$ cat config.mk
export PLATFORM = sky130hd
export DESIGN_NAME = srt_div_sched
export DESIGN_NICKNAME = d
export VERILOG_FILES = /design/src/rtl/srt_div_sched.sv
export SDC_FILE = /design/constraint.sdc
export NUM_CORES = 1
export LEC_CHECK = 0
export BUFFER_PORTS_ARGS = -buffer_cell sky130_fd_sc_hd__buf_2
export CAP_MARGIN = 0
export CORE_AREA = 4 4 356 358
export DETAILED_ROUTE_END_ITERATION = 8
export DIE_AREA = 0 0 360 362
export GPL_TIMING_DRIVEN = 0
export PLACE_DENSITY_LB_ADDON = 0.05
export SETUP_SLACK_MARGIN = 0.4
export SYNTH_ARGS = -nofsm -noshare
export SYNTH_HDL_FRONTEND = slang
export SYNTH_SLANG_ARGS = --single-unit
$ cat constraint.sdc
create_clock -name CLK -period 4.3 [get_ports CLK]
set_clock_uncertainty 0.1 [all_clocks]
set_input_delay 1.29 -clock CLK [delete_from_list [all_inputs] [get_ports CLK]]
set_output_delay 1.29 -clock CLK [all_outputs]
set_load 0.05 [all_outputs]
$ cat src/rtl/srt_div_sched.sv
// Round-robin front end that time-shares a single SRT divider core among NREQ requesters.
// Divide-by-zero and core timeouts are resolved here without involving the core.
module srt_div_sched #(
   parameter int NREQ = 4,
   parameter int W    = 64,
   parameter int TMO  = 200,
   parameter int IDW  = 2
) (
   input  logic              CLK,
   input  logic              RSTN,
   input  logic [NREQ-1:0]   REQ_V,
   output logic [NREQ-1:0]   REQ_RDY,
   input  logic [NREQ*W-1:0] REQ_DVD,
   input  logic [NREQ*W-1:0] REQ_DSR,
   output logic              DIV_START,
   output logic [W-1:0]      DIV_DVD,
   output logic [W-1:0]      DIV_DSR,
   input  logic              DIV_DONE,
   input  logic [W-1:0]      DIV_Q,
   input  logic [W-1:0]      DIV_R,
   output logic              RSP_V,
   input  logic              RSP_RDY,
   output logic [IDW-1:0]    RSP_ID,
   output logic [W-1:0]      RSP_Q,
   output logic [W-1:0]      RSP_R,
   output logic              RSP_DZ,
   output logic              RSP_TO,
   output logic              BUSY
);

   localparam int TW = $clog2(TMO) + 1;

   typedef enum logic [1:0] {
      IDLE  = 2'd0,
      ISSUE = 2'd1,
      WAIT  = 2'd2,
      RESP  = 2'd3
   } state_t;

   state_t         state_reg, state_next;
   logic [IDW-1:0] rr_reg, rr_next;
   logic [IDW-1:0] id_reg, id_next;
   logic [W-1:0]   dvd_reg, dvd_next;
   logic [W-1:0]   dsr_reg, dsr_next;
   logic [TW-1:0]  timer_reg, timer_next;
   logic [W-1:0]   q_reg, q_next;
   logic [W-1:0]   r_reg, r_next;
   logic           dz_reg, dz_next;
   logic           to_reg, to_next;

   logic [W-1:0]   dvd_arr [NREQ];
   logic [W-1:0]   dsr_arr [NREQ];
   logic           any_req;
   logic [IDW-1:0] grant_idx;
   logic [IDW-1:0] cand_idx;

   generate
      for (genvar gi = 0; gi < NREQ; gi++) begin : g_unpack
         assign dvd_arr[gi] = REQ_DVD[gi*W +: W];
         assign dsr_arr[gi] = REQ_DSR[gi*W +: W];
      end
   endgenerate

   // First active requester at or after the rr pointer, wrapping around.
   always_comb begin
      any_req   = 1'b0;
      grant_idx = '0;
      cand_idx  = '0;
      for (int k = 0; k < NREQ; k++) begin
         cand_idx = IDW'((int'(rr_reg) + k) % NREQ);
         if (!any_req && REQ_V[cand_idx]) begin
            any_req   = 1'b1;
            grant_idx = cand_idx;
         end
      end
   end

   always_comb begin
      REQ_RDY = '0;
      if (state_reg == IDLE && any_req && RSTN)
         REQ_RDY[grant_idx] = 1'b1;
   end

   always_comb begin
      state_next = state_reg;
      rr_next    = rr_reg;
      id_next    = id_reg;
      dvd_next   = dvd_reg;
      dsr_next   = dsr_reg;
      timer_next = timer_reg;
      q_next     = q_reg;
      r_next     = r_reg;
      dz_next    = dz_reg;
      to_next    = to_reg;
      case (state_reg)
         IDLE: begin
            if (any_req) begin
               id_next  = grant_idx;
               dvd_next = dvd_arr[grant_idx];
               dsr_next = dsr_arr[grant_idx];
               if (int'(grant_idx) == NREQ - 1)
                  rr_next = '0;
               else
                  rr_next = grant_idx + IDW'(1);
               state_next = ISSUE;
            end
         end
         ISSUE: begin
            timer_next = '0;
            // A zero divisor never reaches the core; the answer is known already.
            if (dsr_reg == '0) begin
               q_next     = '1;
               r_next     = dvd_reg;
               dz_next    = 1'b1;
               to_next    = 1'b0;
               state_next = RESP;
            end else begin
               state_next = WAIT;
            end
         end
         WAIT: begin
            if (timer_reg != '1)
               timer_next = timer_reg + TW'(1);
            if (DIV_DONE) begin
               q_next     = DIV_Q;
               r_next     = DIV_R;
               dz_next    = 1'b0;
               to_next    = 1'b0;
               state_next = RESP;
            end else if (int'(timer_reg) >= TMO - 2) begin
               q_next     = '0;
               r_next     = '0;
               dz_next    = 1'b0;
               to_next    = 1'b1;
               state_next = RESP;
            end
         end
         RESP: begin
            if (RSP_RDY)
               state_next = IDLE;
         end
         default: state_next = IDLE;
      endcase
   end

   always_ff @(posedge CLK or negedge RSTN) begin
      if (!RSTN) begin
         state_reg <= IDLE;
         rr_reg    <= '0;
         id_reg    <= '0;
         dvd_reg   <= '0;
         dsr_reg   <= '0;
         timer_reg <= '0;
         q_reg     <= '0;
         r_reg     <= '0;
         dz_reg    <= 1'b0;
         to_reg    <= 1'b0;
      end else begin
         state_reg <= state_next;
         rr_reg    <= rr_next;
         id_reg    <= id_next;
         dvd_reg   <= dvd_next;
         dsr_reg   <= dsr_next;
         timer_reg <= timer_next;
         q_reg     <= q_next;
         r_reg     <= r_next;
         dz_reg    <= dz_next;
         to_reg    <= to_next;
      end
   end

   assign DIV_START = (state_reg == ISSUE) && (dsr_reg != '0);
   assign DIV_DVD   = dvd_reg;
   assign DIV_DSR   = dsr_reg;
   assign RSP_V     = (state_reg == RESP);
   assign RSP_ID    = id_reg;
   assign RSP_Q     = q_reg;
   assign RSP_R     = r_reg;
   assign RSP_DZ    = dz_reg;
   assign RSP_TO    = to_reg;
   assign BUSY      = (state_reg != IDLE);

endmodule

==> Word level (Yosys, flattened, before mapping) <==
Cells that the tools add are included.
{ "totals": {"register_bits": 273, "input_bits": 648, "output_inout_bits": 267, "word_cells": 102} }
{ "op_classes": {"n_addsub": 5, "n_lt_le_gt_ge": 8, "eq_ne": 10, "muxes": 49, "bitwise_logic": 1, "n_reduce_logical": 19} }
{ "op_table": {"columns": ["cell", "n"], "rows": [
  ["64-bit 2-to-1 mux", 9],
  ["64-bit binary-select mux with 2-bit select", 2],
  ["64-bit one-hot mux with 2 select lines", 2],
  ["64-bit zero test", 1],
  ["64-bit nonzero test", 1],
  ["2-bit 2-to-1 mux", 9],
  ["9-bit one-hot mux with 2 select lines", 1],
  ["1-bit 2-to-1 mux", 16],
  ["2-bit by 3-bit < comparator with 1-bit output, second input constant", 5],
  ["9-bit by 1-bit adder with 9-bit output, second input constant", 1],
  ["9-bit by 8-bit >= comparator with 1-bit output, second input constant", 1],
  ["9-bit 2-to-1 mux", 1],
  ["9-bit != test, second input constant", 1],
  ["1-bit binary-select mux with 2-bit select", 4],
  ["2-bit one-hot mux with 4 select lines", 1],
  ["1-bit logical AND", 7],
  ["2-bit != test, second input constant", 3],
  ["3-bit AND reduction", 2],
  ["2-bit by 1-bit adder with 2-bit output, second input constant", 2],
  ["2-bit adder, second input constant", 2],
  ["2-bit by 1-bit equality test with 1-bit output, second input constant", 2],
  ["2-bit equality test, second input constant", 2],
  ["4-bit 2-to-1 mux", 1],
  ["1-bit one-hot mux with 2 select lines", 2],
  ["10 further kinds", 14]
]} }

==> Depth between registers and ports, before layout <==
Gate-level depths: netlist (run 1).
{ "logic_depth": {"word_depth": 17, "mapped_depth": 9, "ltp_nobuf": 9} }

==> Least setup slack after synthesis (run 1) <==
No wires, ideal clock.
{ "synth_timing": {"path_type": "input to output", "from": "input port REQ_V[0]", "to": "output port REQ_RDY[2]", "arrival_ns": 3.109, "required_ns": 2.910, "slack_ns": -0.199, "path_stages": 8, "n_path_buf": 2, "path_cell_list": "or4_1 o21ai_2 nor3_4 clkinv_2 buf_6 buf_6 ha_1 and3_1"} }
{ "synth_via": {"elab_chain_len": 17, "word_cells_on_any_way": 30, "classes_between": "2 x order compare; 19 x mux; 9 x reduce/logical"} }
{ "synth_lines": {"columns": ["element", "line_no", "source"], "rows": [
  ["start: declaration", "11", "input logic [NREQ-1:0] REQ_V,"],
  ["1-bit binary-select mux with 2-bit select", "71", "if (!any_req && REQ_V[cand_idx]) begin"],
  ["1-bit 2-to-1 mux (implied by the code)", "71", null],
  ["1-bit 2-to-1 mux", "71", null],
  ["1-bit zero test", "71", null],
  ["1-bit logical AND", "71", null],
  ["1-bit 2-to-1 mux", "71", null],
  ["1-bit zero test", "71", null],
  ["1-bit logical AND", "71", null],
  ["1-bit 2-to-1 mux", "71", null],
  ["1-bit zero test", "71", null],
  ["1-bit logical AND", "71", null],
  ["2-bit 2-to-1 mux", "71", null],
  ["2-bit by 3-bit < comparator with 1-bit output (implied by the code) or 2-bit by 1-bit >= comparator with 1-bit output (tied branches)", "81", "REQ_RDY[grant_idx] = 1'b1;"],
  ["1-bit logical AND (implied by the code)", "81", null],
  ["1-bit 2-to-1 mux (implied by the code)", "81", null],
  ["1-bit demux with 2-bit select", "81", null],
  ["4-bit 2-to-1 mux (*)", "80", "if (state_reg == IDLE && any_req && RSTN)"],
  ["end: declaration", "12", "output logic [NREQ-1:0] REQ_RDY,"]
]} }
Mark *: on every way between the ends. The rest lies on a longest branch, timed or not. The select of a mux whose other input is x is not followed.

==> Final worst setup path (run 1) <==
{ "layout_timing": {"from": "input port REQ_V[1]", "to": "output port REQ_RDY[3]"} }
{ "layout_via": {"elab_chain_len": 17, "word_cells_on_any_way": 30, "classes_between": "2 x order compare; 19 x mux; 9 x reduce/logical"} }
{ "layout_lines": {"columns": ["element", "line_no", "source"], "rows": [
  ["1-bit binary-select mux with 2-bit select", "71", null],
  ["1-bit 2-to-1 mux (implied by the code)", "71", null],
  ["1-bit 2-to-1 mux", "71", null],
  ["1-bit zero test", "71", null],
  ["1-bit logical AND", "71", null],
  ["1-bit 2-to-1 mux", "71", null],
  ["1-bit zero test", "71", null],
  ["1-bit logical AND", "71", null],
  ["(+2 left out)", null, null],
  ["1-bit logical AND", "71", null],
  ["2-bit 2-to-1 mux (*)", "71", null],
  ["net grant_idx[0]", "54", "logic [IDW-1:0] grant_idx;"],
  ["2-bit by 3-bit < comparator with 1-bit output (implied by the code) or 2-bit by 1-bit >= comparator with 1-bit output (tied branches)", "81", null],
  ["1-bit logical AND (implied by the code)", "81", null],
  ["1-bit 2-to-1 mux (implied by the code)", "81", null],
  ["1-bit demux with 2-bit select (*)", "81", null],
  ["4-bit 2-to-1 mux (*)", "80", null]
]} }
The timed path passes the listed nets; every way through them passes the cells marked *. The select of a mux whose other input is x is not followed.

==> metrics.cfg, run 1 <==
[outcome]
status=finished, violations left
violations=setup timing

[power_and_ir_drop]
p_sw_frac=0.556
power_frac_seq=0.233
p_int_w=0.00953
power.switching_w=0.0120
p_leak_nw=11.4
ir_drop_v=0.000307
power_frac_comb=0.606
power.density_nw_per_um2=919
power_w=0.0215
pwr-share-clk=0.161

[global_routing]
grt_util_met3=0.0406
grt_max_degree=89
first_global_vias=17400
use_met1=0.196
grt.overflow.total=0
antenna_found_initial=43
grt_pass1_wl_microns=149000
gr-max-usage-layer=met2
grt_usage=0.163
use_met2=0.292

[route]
post_drt_wl_per_cell_microns=27.7
num_vias=16000
routed_wl_microns=112000
viasPerCell=3.97
drc=0
drtAntennaViolNets=0
drt-pass1-iter-count=5
drt_iter0_markers=769

[clock_network]
cts_buffers=41
insertion_delay_ns=0.60
cts.sinks=273
path_clk_slew_ns=0.05
cts_tree=yes
clock-root-buffer=clkbuf_16
holdBufCountCts=0
htreeDepth=2
cts_buffer_depth=3

[synthesis]
syn_nets=2025
synth-seq-area-share=0.465
synth.avg_cell_area_sq_um=10.8
synth_top_area_frac=0.465
synth-edff-count=0
synth_seq_cells=273
ys.flop_type=dfrtp_1
yosysWarnings=0
yosysTopAreaCell=dfrtp_1
ys_async_sr_fraction=1.00
synth_area_sq_um=14700
synth.area.top_cells=dfrtp_1 (47%), mux2i_1 (14%), a211oi_1 (5.4%)
synth.distinct_cells=47
synth_cells=1365

[timing]
maxSlewViolCount=0
setup_viol=4
hold_violations=0
fmax_mhz=228
tightest_slew_ns=1.03
max-slew-margin-rel=0.314
setup_slack_ns=-0.0778
holdWs_ns=0.389
layout_min_cycle_time_ns=4.38
rsz0062_at_grt=yes
fin_crit_sh=1.02

[hold_path]
min_path_cells=2
min_from=RSP_ID[1]
holdPathEnd=RSP_ID[1]
worstHoldPathType=reg2reg

[floorplanning]
core_area_sq_um=123000
dieArea_sq_um=130000
placementRows=129
die_w_microns=360
die_h_microns=362
io_pins=915
start_util=0.119

[critical_path]
worstRegToRegCells=9
cp_common_cell=buf_12
cp.required_ns=2.91
cp_slowest_cell=or4_4
regToRegSetupSlack_ns=0.81
cp-end-kind=output port
max_stage_delay_ns=0.55
critical_path_class=in2out
reg2reg_from=DIV_DSR[35]
r2r-end=RSP_R[35]
cp_max_fo=3
path_cells=buf_12, or4_4, o21ai_4, nor3_4, buf_6, clkbuf_16, ha_4, and3_4, buf_12
startpoint_type=input pin
cp_data_arrival_time_ns=2.99

[flow_run]
drv_cap=0

[cells_and_area]
final_layout_size_suffix_gt1_frac=0.460
nFillCells=13900
regArea_sq_um=6840
fin_nets=3009
area_growth_pct=59.2
multi_input_area_sq_um=7360

[placed_design]
post-dp-hpwl_microns=90600
io_buffer_count=914
place_congestion=0.873
place_ws_ns=-1.48

logic make-up (layout without fill, tap and decap cells):
kind of cell | after synthesis | count (layout) | synth area share
other | 0 | 18 | 0
AND/OR/NAND/NOR | 335 | 335 | 0.106
buffers and inverters | 145 | 1160 | 0.0482
XOR/XNOR | 7 | 7 | 0.00418
adder cells (fa/ha/maj) | 12 | 12 | 0.0102
flip-flops | 273 | 273 | 0.465
multiplexers | 207 | 207 | 0.141
AO/OA/AOI/OAI | 386 | 386 | 0.225
stage by stage:
stage	cell area (sq um)	TNS [ns]	std cells	util
6_report	23400	-0.213	4035	0.190
5_1_grt	23300	-0.416	4021	0.189
4_1_cts	23200	-0.423	4012	0.188
3_5_place_dp	21500	-100.25	3920	0.174
3_3_place_gp	21400	-1492.21	3916	0.173
2_1_floorplan	14800	0	1365	-
worst max-delay path, delay by kind of cell:
kind | cells | cell delay (ns)
simple gates | 3 | 0.83
buf+inv | 4 | 0.57
fa+ha+maj | 1 | 0.15
compound gates | 1 | 0.14
repair_timing:
action	CTS	global route
pin swaps	8	8
buffers inserted	17	5
setup endpoints to repair	247	16
gates resized for setup	60	17
cloned	1	0
power by group through the flow:
stage / Clock [W] / Combinational (W) / Sequential [W]
floorplan: 0 / 0.00436 / 0.00873
global placement: 0 / 0.0131 / 0.00501
detailed placement: 0 / 0.0131 / 0.00501
CTS: 0.00363 / 0.0134 / 0.00502
global route: 0.00370 / 0.0138 / 0.00518
finish: 0.00345 / 0.0130 / 0.00501
cells in the final DEF, fill, tap and decap left out, drive strengths merged, types with 2 or more instances in the layout:
cell | Yosys | layout
and3 | 71 | 71
a221o | 64 | 64
xor2 | 4 | 4
clkinv | 1 | 8
or4 | 2 | 2
dfrtp | 273 | 273
diode | 0 | 18
a21oi | 7 | 7
clkbuf | 87 | 154
and2 | 2 | 2
mux2i | 205 | 205
o221ai | 76 | 76
ha | 12 | 12
nor2 | 65 | 65
nand2 | 157 | 157
buf | 47 | 987
o31ai | 2 | 2
nor3 | 2 | 2
a2bb2oi | 64 | 64
or2 | 2 | 2
xnor2 | 3 | 3
nor2b | 4 | 4
o21ai | 5 | 5
nand3 | 3 | 3
nand2b | 3 | 3
a211oi | 106 | 106
nand4 | 6 | 6
inv | 10 | 9
mux2 | 2 | 2
nor4 | 18 | 18
o31a | 53 | 53
cell type report:
cell class,instances,share of cell area
diodes,18,0.00193
plain buffers,134,0.0319
well taps,1637,0.0876
clock buffers,67,0.0528
flip-flops and latches,273,0.292
inverters,11,0.00219
multi-input cells,947,0.315
repair buffers,941,0.213
clock inverters,7,0.00305
worst max path at each step:
stage / from / end / slack, ns
4_1_cts: REQ_V[0] / REQ_RDY[3] / -0.12
2_1_floorplan: REQ_V[3] / REQ_RDY[0] / 0.07
3_3_place_gp: RSTN / REQ_RDY[3] / -5.55
3_5_place_dp: REQ_V[3] / REQ_RDY[2] / -1.48
5_1_grt: REQ_V[1] / REQ_RDY[3] / -0.13
6_report: REQ_V[1] / REQ_RDY[3] / -0.08
routing by layer:
layer  vias to the layer above  share of wire
li1                       7311              -
met3                       133          0.058
met4                        14          0.021
met5                         -        0.00080
met1                      7966           0.41
met2                       601           0.51
synthesized netlist by cell type, types with 2 or more instances:
| library cell | number |
|---|---|
| clkbuf_1 | 86 |
| xor2_1 | 4 |
| inv_1 | 10 |
| mux2_2 | 2 |
| mux2i_1 | 205 |
| dfrtp_1 | 273 |
| and2_1 | 2 |
| xnor2_1 | 3 |
| or4_1 | 2 |
| a21oi_1 | 6 |
| nand2_1 | 157 |
| a2bb2oi_1 | 64 |
| ha_1 | 12 |
| o31ai_1 | 2 |
| o21ai_0 | 4 |
| buf_6 | 9 |
| nand4_1 | 6 |
| a211oi_1 | 106 |
| nor2_1 | 65 |
| nand3_1 | 2 |
| and3_1 | 71 |
| buf_2 | 18 |
| nor2b_1 | 4 |
| o221ai_1 | 76 |
| a221o_1 | 64 |
| o31a_1 | 53 |
| or2_2 | 2 |
| nor4_1 | 18 |
| nand2b_1 | 3 |
| buf_4 | 19 |
No activity file was read; power rests on OpenSTA's default activity.
==> run 2, diff against run 1 <==
- BUFFER_PORTS_ARGS: -buffer_cell sky130_fd_sc_hd__buf_2 -> unset
- CAP_MARGIN: 0 -> unset
- CORE_AREA: 4 4 356 358 -> 4 4 353 355
- DIE_AREA: 0 0 360 362 -> 0 0 357 359
- DONT_BUFFER_PORTS: unset -> 1
==> run 2 against run 1 <==
Combinational power decreased by 47%. Setup slack improved by 0.0095 ns. Flip-flop and latch count is the same. Via count decreased by 21%. Non-clock buffer count decreased by 913. Final cell count down 23%. Fmax grew 0.22%. Critical path depth unchanged. Wire length shrank 5.5%. The run still ends with setup timing left. Critical path type unchanged.
==> metrics.cfg, run 2 (synthesized netlist as in run 1, its figures left out) <==
[placed_design]
place_congestion=0.816
post-dp-hpwl_microns=84000
placed_area_sq_um=16900
io_buffer_count=0
place_ws_ns=-1.42
dp.cells=2995

[outcome]
violations=setup timing
status=finished, violations left

[clock_network]
insertion_delay_ns=0.60
htreeDepth=2
cts.sinks=273
cts_buffers=42
cts_tree=yes
clock-root-buffer=clkbuf_16
holdBufCountCts=0
path_clk_slew_ns=0.05
cts_buffer_depth=3

[power_and_ir_drop]
p_leak_nw=7.71
pwr-share-clk=0.181
ir_drop_v=0.000311
power_frac_seq=0.483
power_w=0.0204
power.density_nw_per_um2=1080
power_frac_comb=0.337
p_sw_frac=0.571
p_int_w=0.00873
power.switching_w=0.0116

[cells_and_area]
fin_nets=2097
final_cell_mix=dfrtp_1 (232), mux2i_1 (204), nand2_1 (157)
mostFrequentLayoutCell=dfrtp_1
area_growth_pct=28.7
final_layout_size_suffix_gt1_frac=0.159
utilization=0.156
layoutNonFillerInstCount=3108
stdcell_area_sq_um=18900

[timing]
tightest_slew_ns=1.22
hold_violations=0
fmax_mhz=229
layout_min_cycle_time_ns=4.37
setup_viol=4
fin_crit_sh=1.02
rsz0062_at_grt=yes
max-slew-margin-rel=0.182
setup_slack_ns=-0.0683
maxSlewViolCount=0

[route]
num_vias=12600
routed_wl_microns=106000
drtAntennaViolNets=0
drt_iter0_markers=781
post_drt_wl_per_cell_microns=34.1
drc=0
viasPerCell=4.06
drt-pass1-iter-count=7

[critical_path]
cp_max_fo=6
critical_path_class=in2out
cp-end-kind=output port
startpoint_type=input pin
cp.required_ns=2.91
cp_data_arrival_time_ns=2.98

[hold_path]
worstHoldPathType=in2async

[global_routing]
grt.overflow.total=0
first_global_vias=13900
antenna_found_initial=28
grt_max_degree=278
grt_usage=0.159
grt_pass1_wl_microns=138000

[floorplanning]
die_h_microns=359
placementRows=128
start_util=0.121
core_area_sq_um=121000
dieArea_sq_um=128000
io_pins=915
die_w_microns=357

[flow_run]
drv_cap=0

[run 2: cell count changes in the layout (fill, tap and decap cells not counted), sizes merged, moves of 2 or more]
cell / delta
clkbuf: -2
buf: -910
diode: -4
clkinvlp: +2
[run 2: per-layer routing]
metal  wire length, microns  up-vias  track usage
met4                   1640       10       0.0287
met3                   9140       91       0.0545
met1                  40800     6432        0.181
met2                  54200      610        0.287
li1                       -     5472            -
met5                     70        -            0
[run 2: worst paths after layout]
kind / from / cells after the start / endpoint / slack, ns
max in group asynchronous: RSTN / 0 / DIV_DSR[57] / 2.86
min in group CLK: timer_reg[6] / 2 / timer_reg[6] / 0.47
worst min-delay path: RSTN / 0 / RSP_Q[20] / 0.29
worst max register to register: DIV_DSR[6] / 9 / RSP_R[23] / 0.64
worst max-delay path: REQ_V[0] / 9 / REQ_RDY[0] / -0.07
worst min register to register: timer_reg[6] / 2 / timer_reg[6] / 0.47
[run 2: layout make-up]
type | instances | area, sq um
timing repair buffer | 28 | 290
clock inverter | 9 | 88.8
tap | 1625 | 2030
fill | 13700 | 102000
buffer | 134 | 752
clock buffer | 67 | 1350
inverter | 11 | 61.3
sequential | 273 | 6900
multi-input combinational | 947 | 7400
antenna | 14 | 35.0
[run 2: power by group through the flow]
stage	clock network (W)	registers [W]	logic, W
after global placement	0	0.00992	0.00669
after CTS	0.00387	0.00994	0.00710
final	0.00368	0.00983	0.00686
after global routing	0.00395	0.0100	0.00752
after detailed placement	0	0.00989	0.00681
after floorplan	0	0.00873	0.00436
[run 2: what timing repair did]
item	in CTS	in global routing
pin swaps	11	5
gates resized for setup	73	31
gates cloned	0	0
setup buffers	18	5
setup endpoints to repair	157	32
[run 2: per-stage QoR]
step,hold slack [ns],setup TNS [ns]
after floorplan,0.426,0
after global placement,0.467,-282.38
after detailed placement,0.456,-63.63
after CTS,0.213,-0.451
after global routing,0.225,-0.379
final,0.294,-0.254
[run 2: critical path, stage by stage]
cell and delay, ns:
or4_4 0.54, o21ai_4 0.20, nor3_4 0.08, buf_12 0.16
clkinv_8 0.06, buf_12 0.10, buf_16 0.10, ha_4 0.11
and3_4 0.30
